<file path="config.mk">
export PLATFORM = sky130hd
export DESIGN_NAME = slice_serial_adder
export DESIGN_NICKNAME = d
export VERILOG_FILES = /design/src/rtl/slice_serial_adder_pkg.sv /design/src/rtl/slice_serial_adder_slice3.sv /design/src/rtl/slice_serial_adder.sv
export SDC_FILE = /design/constraint.sdc
export NUM_CORES = 1
export LEC_CHECK = 0
export ABC_CLOCK_PERIOD_IN_PS = 3820
export BUFFER_PORTS_ARGS = -buffer_cell sky130_fd_sc_hd__clkbuf_2
export CORE_UTILIZATION = 30
export CTS_CLUSTER_DIAMETER = 50
export DETAILED_ROUTE_END_ITERATION = 16
export PLACE_DENSITY = 0.49
export RECOVER_POWER = 100
export SLEW_MARGIN = 20
export SYNTH_ARGS = -nofsm -noshare
export SYNTH_HDL_FRONTEND = slang
export SYNTH_SLANG_ARGS = --single-unit
</file>
<file path="constraint.sdc">
create_clock -name clk -period 3.82 [get_ports clk]
set_clock_uncertainty 0.2 [all_clocks]
set_input_delay 0.382 -clock clk [delete_from_list [all_inputs] [get_ports clk]]
set_output_delay 0.382 -clock clk [all_outputs]
set_load 0.02 [all_outputs]
</file>
<file path="src/rtl/slice_serial_adder_pkg.sv">
// Shared definitions for the slice-serial adder: controller states, slice width
// and a helper that sizes the slice index.
package slice_serial_adder_pkg;

   localparam int unsigned SLICE = 3;

   typedef enum logic [1:0] {
      ST_IDLE = 2'd0,
      ST_RUN  = 2'd1,
      ST_DONE = 2'd2
   } state_e;

   // ceil(log2(n)) bits, kept to at least one bit so a single-slice build still has an index.
   function automatic int unsigned idx_bits(input int unsigned n);
      return (n > 1) ? $clog2(n) : 1;
   endfunction

endpackage

</file>
<file path="src/rtl/slice_serial_adder_slice3.sv">
// Combinational 3-bit ripple slice: {co, s} = a + b + ci.
module adder_slice3
   import slice_serial_adder_pkg::*;
(
   input  logic [SLICE-1:0] a,
   input  logic [SLICE-1:0] b,
   input  logic             ci,
   output logic [SLICE-1:0] s,
   output logic             co
);

   logic [SLICE:0] total;

   always_comb begin
      total = {1'b0, a} + {1'b0, b} + {{SLICE{1'b0}}, ci};
      s     = total[SLICE-1:0];
      co    = total[SLICE];
   end

endmodule

</file>
<file path="src/rtl/slice_serial_adder.sv">
// Multi-cycle adder: one 3-bit slice adder is time-shared across WIDTH/SLICE
// cycles, with ready/valid handshakes on both the operand and result sides.
module slice_serial_adder
   import slice_serial_adder_pkg::*;
#(
   parameter int unsigned WIDTH = 12,
   parameter int unsigned SLICE = slice_serial_adder_pkg::SLICE
) (
   input  logic             clk,
   input  logic             rst,
   input  logic             in_valid,
   output logic             in_ready,
   input  logic [WIDTH-1:0] in_a,
   input  logic [WIDTH-1:0] in_b,
   input  logic             in_cin,
   output logic             out_valid,
   input  logic             out_ready,
   output logic [WIDTH-1:0] out_sum,
   output logic             out_cout
);

   localparam int unsigned NSLICE = WIDTH / SLICE;
   localparam int unsigned KW     = idx_bits(NSLICE);
   localparam logic [KW-1:0] K_LAST = KW'(NSLICE - 1);

   if (SLICE != slice_serial_adder_pkg::SLICE) begin : g_bad_slice
      $error("slice_serial_adder: SLICE must equal the slice adder width");
   end
   if (WIDTH == 0 || (WIDTH % SLICE) != 0) begin : g_bad_width
      $error("slice_serial_adder: WIDTH must be a positive multiple of SLICE");
   end

   state_e           state_q, state_d;
   logic [KW-1:0]    k_q, k_d;
   logic [WIDTH-1:0] a_q, a_d;
   logic [WIDTH-1:0] b_q, b_d;
   logic [WIDTH-1:0] sum_q, sum_d;
   logic             carry_q, carry_d;

   logic [SLICE-1:0] sl_a, sl_b, sl_s;
   logic             sl_co;

   // Constant-index mux keeps the slice select free of variable part-selects.
   always_comb begin
      sl_a = '0;
      sl_b = '0;
      for (int unsigned i = 0; i < NSLICE; i++) begin
         if (k_q == KW'(i)) begin
            sl_a = a_q[i*SLICE +: SLICE];
            sl_b = b_q[i*SLICE +: SLICE];
         end
      end
   end

   adder_slice3 u_slice (
      .a  (sl_a),
      .b  (sl_b),
      .ci (carry_q),
      .s  (sl_s),
      .co (sl_co)
   );

   always_comb begin
      state_d   = state_q;
      k_d       = k_q;
      a_d       = a_q;
      b_d       = b_q;
      sum_d     = sum_q;
      carry_d   = carry_q;
      in_ready  = 1'b0;
      out_valid = 1'b0;

      case (state_q)
         ST_IDLE: begin
            in_ready = 1'b1;
            if (in_valid) begin
               a_d     = in_a;
               b_d     = in_b;
               carry_d = in_cin;
               sum_d   = '0;
               k_d     = '0;
               state_d = ST_RUN;
            end
         end

         ST_RUN: begin
            for (int unsigned i = 0; i < NSLICE; i++) begin
               if (k_q == KW'(i)) begin
                  sum_d[i*SLICE +: SLICE] = sl_s;
               end
            end
            carry_d = sl_co;
            // Index parks on the last slice rather than wrapping.
            if (k_q == K_LAST) begin
               state_d = ST_DONE;
            end else begin
               k_d = k_q + KW'(1);
            end
         end

         ST_DONE: begin
            out_valid = 1'b1;
            if (out_ready) begin
               state_d = ST_IDLE;
            end
         end

         default: begin
            state_d = ST_IDLE;
         end
      endcase
   end

   always_ff @(posedge clk) begin
      if (rst) begin
         state_q <= ST_IDLE;
         k_q     <= '0;
         a_q     <= '0;
         b_q     <= '0;
         sum_q   <= '0;
         carry_q <= 1'b0;
      end else begin
         state_q <= state_d;
         k_q     <= k_d;
         a_q     <= a_d;
         b_q     <= b_d;
         sum_q   <= sum_d;
         carry_q <= carry_d;
      end
   end

   assign out_sum  = sum_q;
   assign out_cout = carry_q;

endmodule

</file>
# Yosys cells after proc, flatten, opt, wreduce, memory -nomap -nowiden
# Cells that the tools add are included.
[op_classes]
n_bitwise = 0
reduce_logical = 11
shifts = 0
magnitude_cmp = 0
add_sub_neg = 3
div = 0
n_mux = 25
n_mul = 0
eq_ne = 12
[ops]
columns = ["operator", "n"]
rows = [
  ["$mux 3", 12],
  ["$pmux 12 s2", 1],
  ["$reduce_and 3->1", 6],
  ["$ne 2x2->1 const B", 7],
  ["$mux 12", 1],
  ["$mux 2", 5],
  ["$eq 2x2->1 const B", 3],
  ["$pmux 2 s3", 1],
  ["$add 3x3->4", 1],
  ["$add 4x1->4", 1],
  ["$eq 2x1->1 const B", 2],
  ["$logic_not 2->1", 2],
  ["$pmux 2 s2", 1],
  ["$reduce_and 2->1", 2],
  ["$mux 1", 3],
  ["$add 2x1->2 const B", 1],
  ["$pmux 1 s2", 1],
  ["$reduce_bool 2->1", 1],
]
[word_totals]
mem_bits_rw = 0
output_inout_bits = 15
mem_count = 0
ff_bits = 41
latch_bits = 0
input_bits = 29
mem_bits_ro = 0

# Longest topological paths before layout
[depth]
ltp_word = 9
mapped_depth = 11
ltp_nobuf = 10

# Modules after synthesis
# Synthesis repeated with hierarchy kept, for this count alone.
[hier_totals]
hier_cells = 217
hier_area_um2 = 1988.2
[modules_own_cells]
columns = ["module", "cells_each", "seq_area_each_um2", "instances", "area_each_um2"]
rows = [
  ["slice_serial_adder", 202, 820.8, 1, 1874.3],
  ["adder_slice3", 15, 0.0, 1, 113.9],
]

# Least setup slack after synthesis
# No wires, ideal clock.
[synth_timing]
path_type = "flip-flop to flip-flop"
startpoint = "register k_q[0]"
endpoint = "register sum_q[11], in the netlist out_sum[11]"
n_path_buf = 2
required_ns = 3.548
path_stages_with_launch = 10
slack_ns = 0.984
arrival_time_ns = 2.564
setup_ns = 0.072
period_less_slack_ns = 2.836
cell_sequence = "dfxtp_1 ha_1 buf_2 buf_1 a22oi_1 fa_1 fa_1 xor2_1 or3_1 mux2i_1"
[synth_via]
elab_chain_cells = 9
elab_cells_between_ends = 18
[synth_rtl]
columns = ["item", "line_no", "rtl"]
rows = [
  ["start, declared", "slice_serial_adder.sv:34", "logic [KW-1:0] k_q, k_d;"],
  ["start signal, assigned", "slice_serial_adder.sv:124", "k_q <= k_d;"],
  ["$logic_not 2->1", "slice_serial_adder.sv:48", "if (k_q == KW'(i)) begin"],
  ["$mux 3 (4 in series)", "slice_serial_adder.sv:48", ""],
  ["$add 3x3->4", "slice_serial_adder_slice3.sv:15", "total = {1'b0, a} + {1'b0, b} + {{SLICE{1'b0}}, ci};"],
  ["$add 4x1->4", "slice_serial_adder_slice3.sv:15", ""],
  ["$mux 3", "slice_serial_adder.sv:88", "if (k_q == KW'(i)) begin"],
  ["$pmux 12 s2", "slice_serial_adder.sv:73", "case (state_q)"],
  ["end signal, assigned", "slice_serial_adder.sv:127", "sum_q <= sum_d;"],
  ["end, declared", "slice_serial_adder.sv:37", "logic [WIDTH-1:0] sum_q, sum_d;"],
]
# Parallel ways exist; a longest one is shown, timed or not. The select of a mux whose other input is x is not followed.
# A chain may end at the register's enable or synchronous reset.

# Worst setup path after layout
# Same ends and word-level chain as after synthesis.

==> metrics.txt <==
# TYPE chip_impl_metric gauge
chip_impl_info{name="cell_with_the_most_instances_after_synthesis",value="nand2_1"} 1
chip_impl_info{name="netlist.top_cell.by_area",value="dfxtp_1"} 1
chip_impl_metric{name="fp.coreArea",unit="um^2"} 6096
chip_impl_metric{name="syn2layout_area_growth",unit="%"} 17.74
chip_impl_metric{name="post_drt_via_cell_ratio",unit=""} 4.811
chip_impl_metric{name="route.vias.total",unit=""} 1679
chip_impl_metric{name="drv_cap",unit=""} 0
chip_impl_metric{name="final_setup_tns",unit="ns"} 0
chip_impl_metric{name="synth.cell_area",unit="um^2"} 1947
chip_impl_metric{name="post-route-drc-count",unit=""} 0
chip_impl_metric{name="clock_path_buffers",unit=""} 2
chip_impl_info{name="critical_path.reg2reg.startpoint",value="k_q[0]"} 1
chip_impl_metric{name="totalWireLength",unit="um"} 4287
chip_impl_metric{name="final_period_minus_worst_setup_slack",unit="ns"} 3.024
chip_impl_metric{name="synthDominantCellAreaShare",unit=""} 0.4216
chip_impl_metric{name="share_of_layout_cells_above_drive_strength_1",unit=""} 0.1387
chip_impl_metric{name="boundaryPins",unit=""} 44
chip_impl_metric{name="min_period_over_period",unit=""} 0.7916
chip_impl_info{name="holdCritPathClass",value="in2reg"} 1
chip_impl_metric{name="htree_num_levels",unit=""} 2
chip_impl_metric{name="synth_edf_count",unit=""} 0
chip_impl_metric{name="timing_max_transition_violations_final",unit=""} 0
chip_impl_info{name="cell_at_the_root_of_the_clock_tree",value="clkbuf_8"} 1
chip_impl_metric{name="cts.repair_timing.setup_buffer_count",unit=""} 0
chip_impl_info{name="worst_hold_path.endpoint",value="b_q[8]"} 1
chip_impl_metric{name="clock_sink_count",unit=""} 41
chip_impl_metric{name="clock_latency",unit="ns"} 0.29
chip_impl_info{name="critPathCaptureType",value="flip-flop"} 1
chip_impl_info{name="min_from",value="in_b[8]"} 1
chip_impl_info{name="critical-path-top-delay-family",value="adder cells"} 1
chip_impl_metric{name="cts_resized",unit=""} 0
chip_impl_metric{name="required",unit="ns"} 3.84
chip_impl_metric{name="cts-buffers-inserted",unit=""} 5
chip_impl_metric{name="clkTransAtPathRegs",unit="ns"} 0.08
chip_impl_metric{name="final-hold-violation-count",unit=""} 0
chip_impl_metric{name="postRouteAntennaNets",unit=""} 0
chip_impl_metric{name="synth-warning-count",unit=""} 0
chip_impl_metric{name="finalSetupViolCount",unit=""} 0
chip_impl_metric{name="avgSynthCellArea",unit="um^2"} 8.215
chip_impl_metric{name="detail_route.first_pass.iterations",unit=""} 4
chip_impl_metric{name="critPathMaxFanout",unit=""} 21
chip_impl_metric{name="drt-initial-drc-count",unit=""} 50
chip_impl_metric{name="synth.ff_latch_count",unit=""} 41
chip_impl_metric{name="vdd_drop_max",unit="V"} 0.0002311
chip_impl_metric{name="groute.usage.overall",unit=""} 0.1443
chip_impl_metric{name="last_weighted_congestion_value_of_the_routability_driven_placer",unit=""} 0.7557
chip_impl_metric{name="finish.net_count",unit=""} 310
chip_impl_metric{name="die_span_x",unit="um"} 82.56
chip_impl_metric{name="path_buf_inv",unit=""} 0
chip_impl_info{name="status",value="finished clean"} 1
chip_impl_metric{name="cts_hold_repair.buffers",unit=""} 0
chip_impl_metric{name="total_nets_after_synthesis",unit=""} 274
chip_impl_info{name="timing_worst_setup_path_type",value="reg2reg"} 1
chip_impl_info{name="synth_commonest_cells",value="nand2_1 (58), dfxtp_1 (41), a21oi_1 (39)"} 1
chip_impl_info{name="cts_tree",value="done"} 1
chip_impl_metric{name="pin_count_of_the_biggest_net_entering_global_routing",unit=""} 45
chip_impl_metric{name="fp.dieArea",unit="um^2"} 6815
chip_impl_info{name="critical-path-top-cell-by-count",value="fa_1"} 1
chip_impl_metric{name="portBuffers",unit=""} 43
chip_impl_info{name="leading_register_cell_type_out_of_synthesis",value="dfxtp_1"} 1
chip_impl_metric{name="hold_path_depth",unit=""} 3
chip_impl_info{name="regToRegEndpoint",value="out_sum[11]"} 1
chip_impl_metric{name="gr-total-overflow",unit=""} 0
chip_impl_metric{name="tightestPinTransition",unit="ns"} 0.8628
chip_impl_metric{name="reg2reg_setup_slack",unit="ns"} 0.80
chip_impl_metric{name="antenna_violations_before_repair",unit=""} 0
chip_impl_metric{name="worstPathArrival",unit="ns"} 3.05
chip_impl_metric{name="power.static_leakage",unit="nW"} 0.9067
chip_impl_metric{name="report.power.total",unit="W"} 0.0009693
chip_impl_metric{name="wl_per_cell",unit="um"} 12.28
chip_impl_info{name="grt_setup_unrepaired",value="no"} 1
chip_impl_metric{name="fillers",unit=""} 681
chip_impl_metric{name="grt_first_pass_wirelength",unit="um"} 7362
chip_impl_metric{name="rows",unit=""} 28
chip_impl_info{name="cell_types_with_the_largest_area_share_after_synthesis",value="dfxtp_1 (42%), nand2_1 (11%), a21oi_1 (10%)"} 1
chip_impl_metric{name="hpwl_after_detailed_placement",unit="um"} 3010
chip_impl_metric{name="asyncSetResetFlopFracSynth",unit=""} 0
chip_impl_metric{name="cpPeakStageDelay",unit="ns"} 0.61
chip_impl_metric{name="floorplan.initialDensity",unit=""} 0.3194
chip_impl_metric{name="power.density_cell_area",unit="nW/um^2"} 422.9
chip_impl_metric{name="grt_pass1_vias",unit=""} 1550
chip_impl_metric{name="synthesis.instances",unit=""} 237
chip_impl_info{name="worst_path_max_delay_cell",value="ha_1"} 1
chip_impl_metric{name="num_antenna_cells",unit=""} 0
chip_impl_metric{name="max_clock_freq",unit="MHz"} 330.7
chip_impl_metric{name="synth_seq_area_share",unit=""} 0.4216
chip_impl_info{name="crit_path_cell_trace",value="ha_1, a22oi_1, fa_1, fa_1, xor2_1, or3_1, mux2i_1"} 1
chip_impl_metric{name="die_height",unit="um"} 82.56
chip_impl_metric{name="max_slew_headroom",unit=""} 0.4248
chip_impl_metric{name="r2r.worst_path.cells",unit=""} 7
chip_impl_info{name="startpoint_type",value="flip-flop"} 1
chip_impl_metric{name="synthDistinctLibCells",unit=""} 30
==> per-layer routing <==
layer | global-route usage | share of wire | vias to the layer above
li1 | - | - | 866
met1 | 0.1882 | 0.51 | 769
met2 | 0.2215 | 0.43 | 35
met3 | 0.04066 | 0.046 | 9
met4 | 0.06207 | 0.018 | 0
met5 | 0 | 0 | -
==> tightest hold or removal path: cells and delay by family <==
family	cells	cell delay, ns
and+or+nand+nor	1	0.04
buffers and inverters	1	0.08
AOI/OAI and AO/OA	1	0.05
==> how the worst max path moves through the flow <==
stage,from,to,slack [ns],cells after the start
6_report,k_q[0],out_sum[11],0.80,7
5_1_grt,k_q[0],out_sum[5],0.53,7
4_1_cts,k_q[0],out_sum[11],0.77,7
3_5_place_dp,k_q[0],out_sum[11],0.78,7
3_3_place_gp,k_q[0],out_sum[11],0.87,7
2_1_floorplan,k_q[0],out_sum[11],0.98,9
==> through the flow <==
stage	utilization	hold WS [ns]	worst slack [ns]	instances	cell area [um^2]
final	0.3760	0.1002	0.7960	349	2292
after global routing	0.3760	0.09597	0.5287	349	2292
after CTS	0.3791	0.09427	0.7696	349	2311
after detailed placement	0.3600	0.2514	0.7831	341	2195
after global placement	0.3600	0.2472	0.8705	341	2195
after floorplan	-	0.2363	0.9839	237	1947
==> cell usage in the layout (no fill, tap or decap) <==
| master | count |
|---|---|
| or3_1 | 4 |
| ha_1 | 6 |
| a21o_1 | 3 |
| fa_1 | 2 |
| a21boi_0 | 1 |
| nand3b_1 | 1 |
| nor2b_1 | 2 |
| mux2i_1 | 12 |
| a21oi_2 | 1 |
| o21ai_0 | 7 |
| nand2_1 | 58 |
| a22o_1 | 4 |
| clkbuf_2 | 28 |
| dfxtp_1 | 41 |
| clkbuf_8 | 6 |
| nor4b_1 | 1 |
| nor2_1 | 2 |
| or3b_1 | 2 |
| clkbuf_1 | 16 |
| nor3_1 | 1 |
| buf_4 | 1 |
| xor2_1 | 1 |
| o211ai_1 | 2 |
| nand2b_1 | 16 |
| a2111oi_0 | 1 |
| bufinv_16 | 1 |
| nor3b_2 | 1 |
| inv_1 | 9 |
| a22oi_1 | 4 |
| a211oi_1 | 1 |
| a21oi_1 | 39 |
==> sequential cells by signal, summed over array words and instances (netlist names) <==
register and cells:
a_q 12, out_sum 12, state_q 2, out_cout 1, b_q 12, k_q 2
==> cells by family after synthesis <==
group,Yosys count,share of synthesized area
AND/OR/NAND/NOR,88,0.2127
buffers and inverters,24,0.05270
multiplexers,12,0.06170
flip-flops,41,0.4216
AO/OA/AOI/OAI,63,0.1877
adder cells (fa/ha/maj),8,0.05913
XOR/XNOR,1,0.004500
==> power by group <==
group,leakage [nW],switching [W],internal [W]
sequential,0.335,0.0000170,0.000451
combinational,0.513,0.0000822,0.0000582
clock,0.0585,0.000148,0.000213
total,0.907,0.000247,0.000723
==> area by class of cell <==
type / instances / area, um^2 / share of cell area
Inverter: 9 / 33.78 / 0.01474
Clock inverter: 1 / 30.03 / 0.01310
Tap cell: 75 / 93.84 / 0.04094
Clock buffer: 7 / 86.33 / 0.03766
Multi-Input combinational cell: 172 / 1023 / 0.4465
Timing Repair Buffer: 44 / 203.9 / 0.08897
Sequential cell: 41 / 820.8 / 0.3581
No activity file was read; power rests on OpenSTA's default activity.
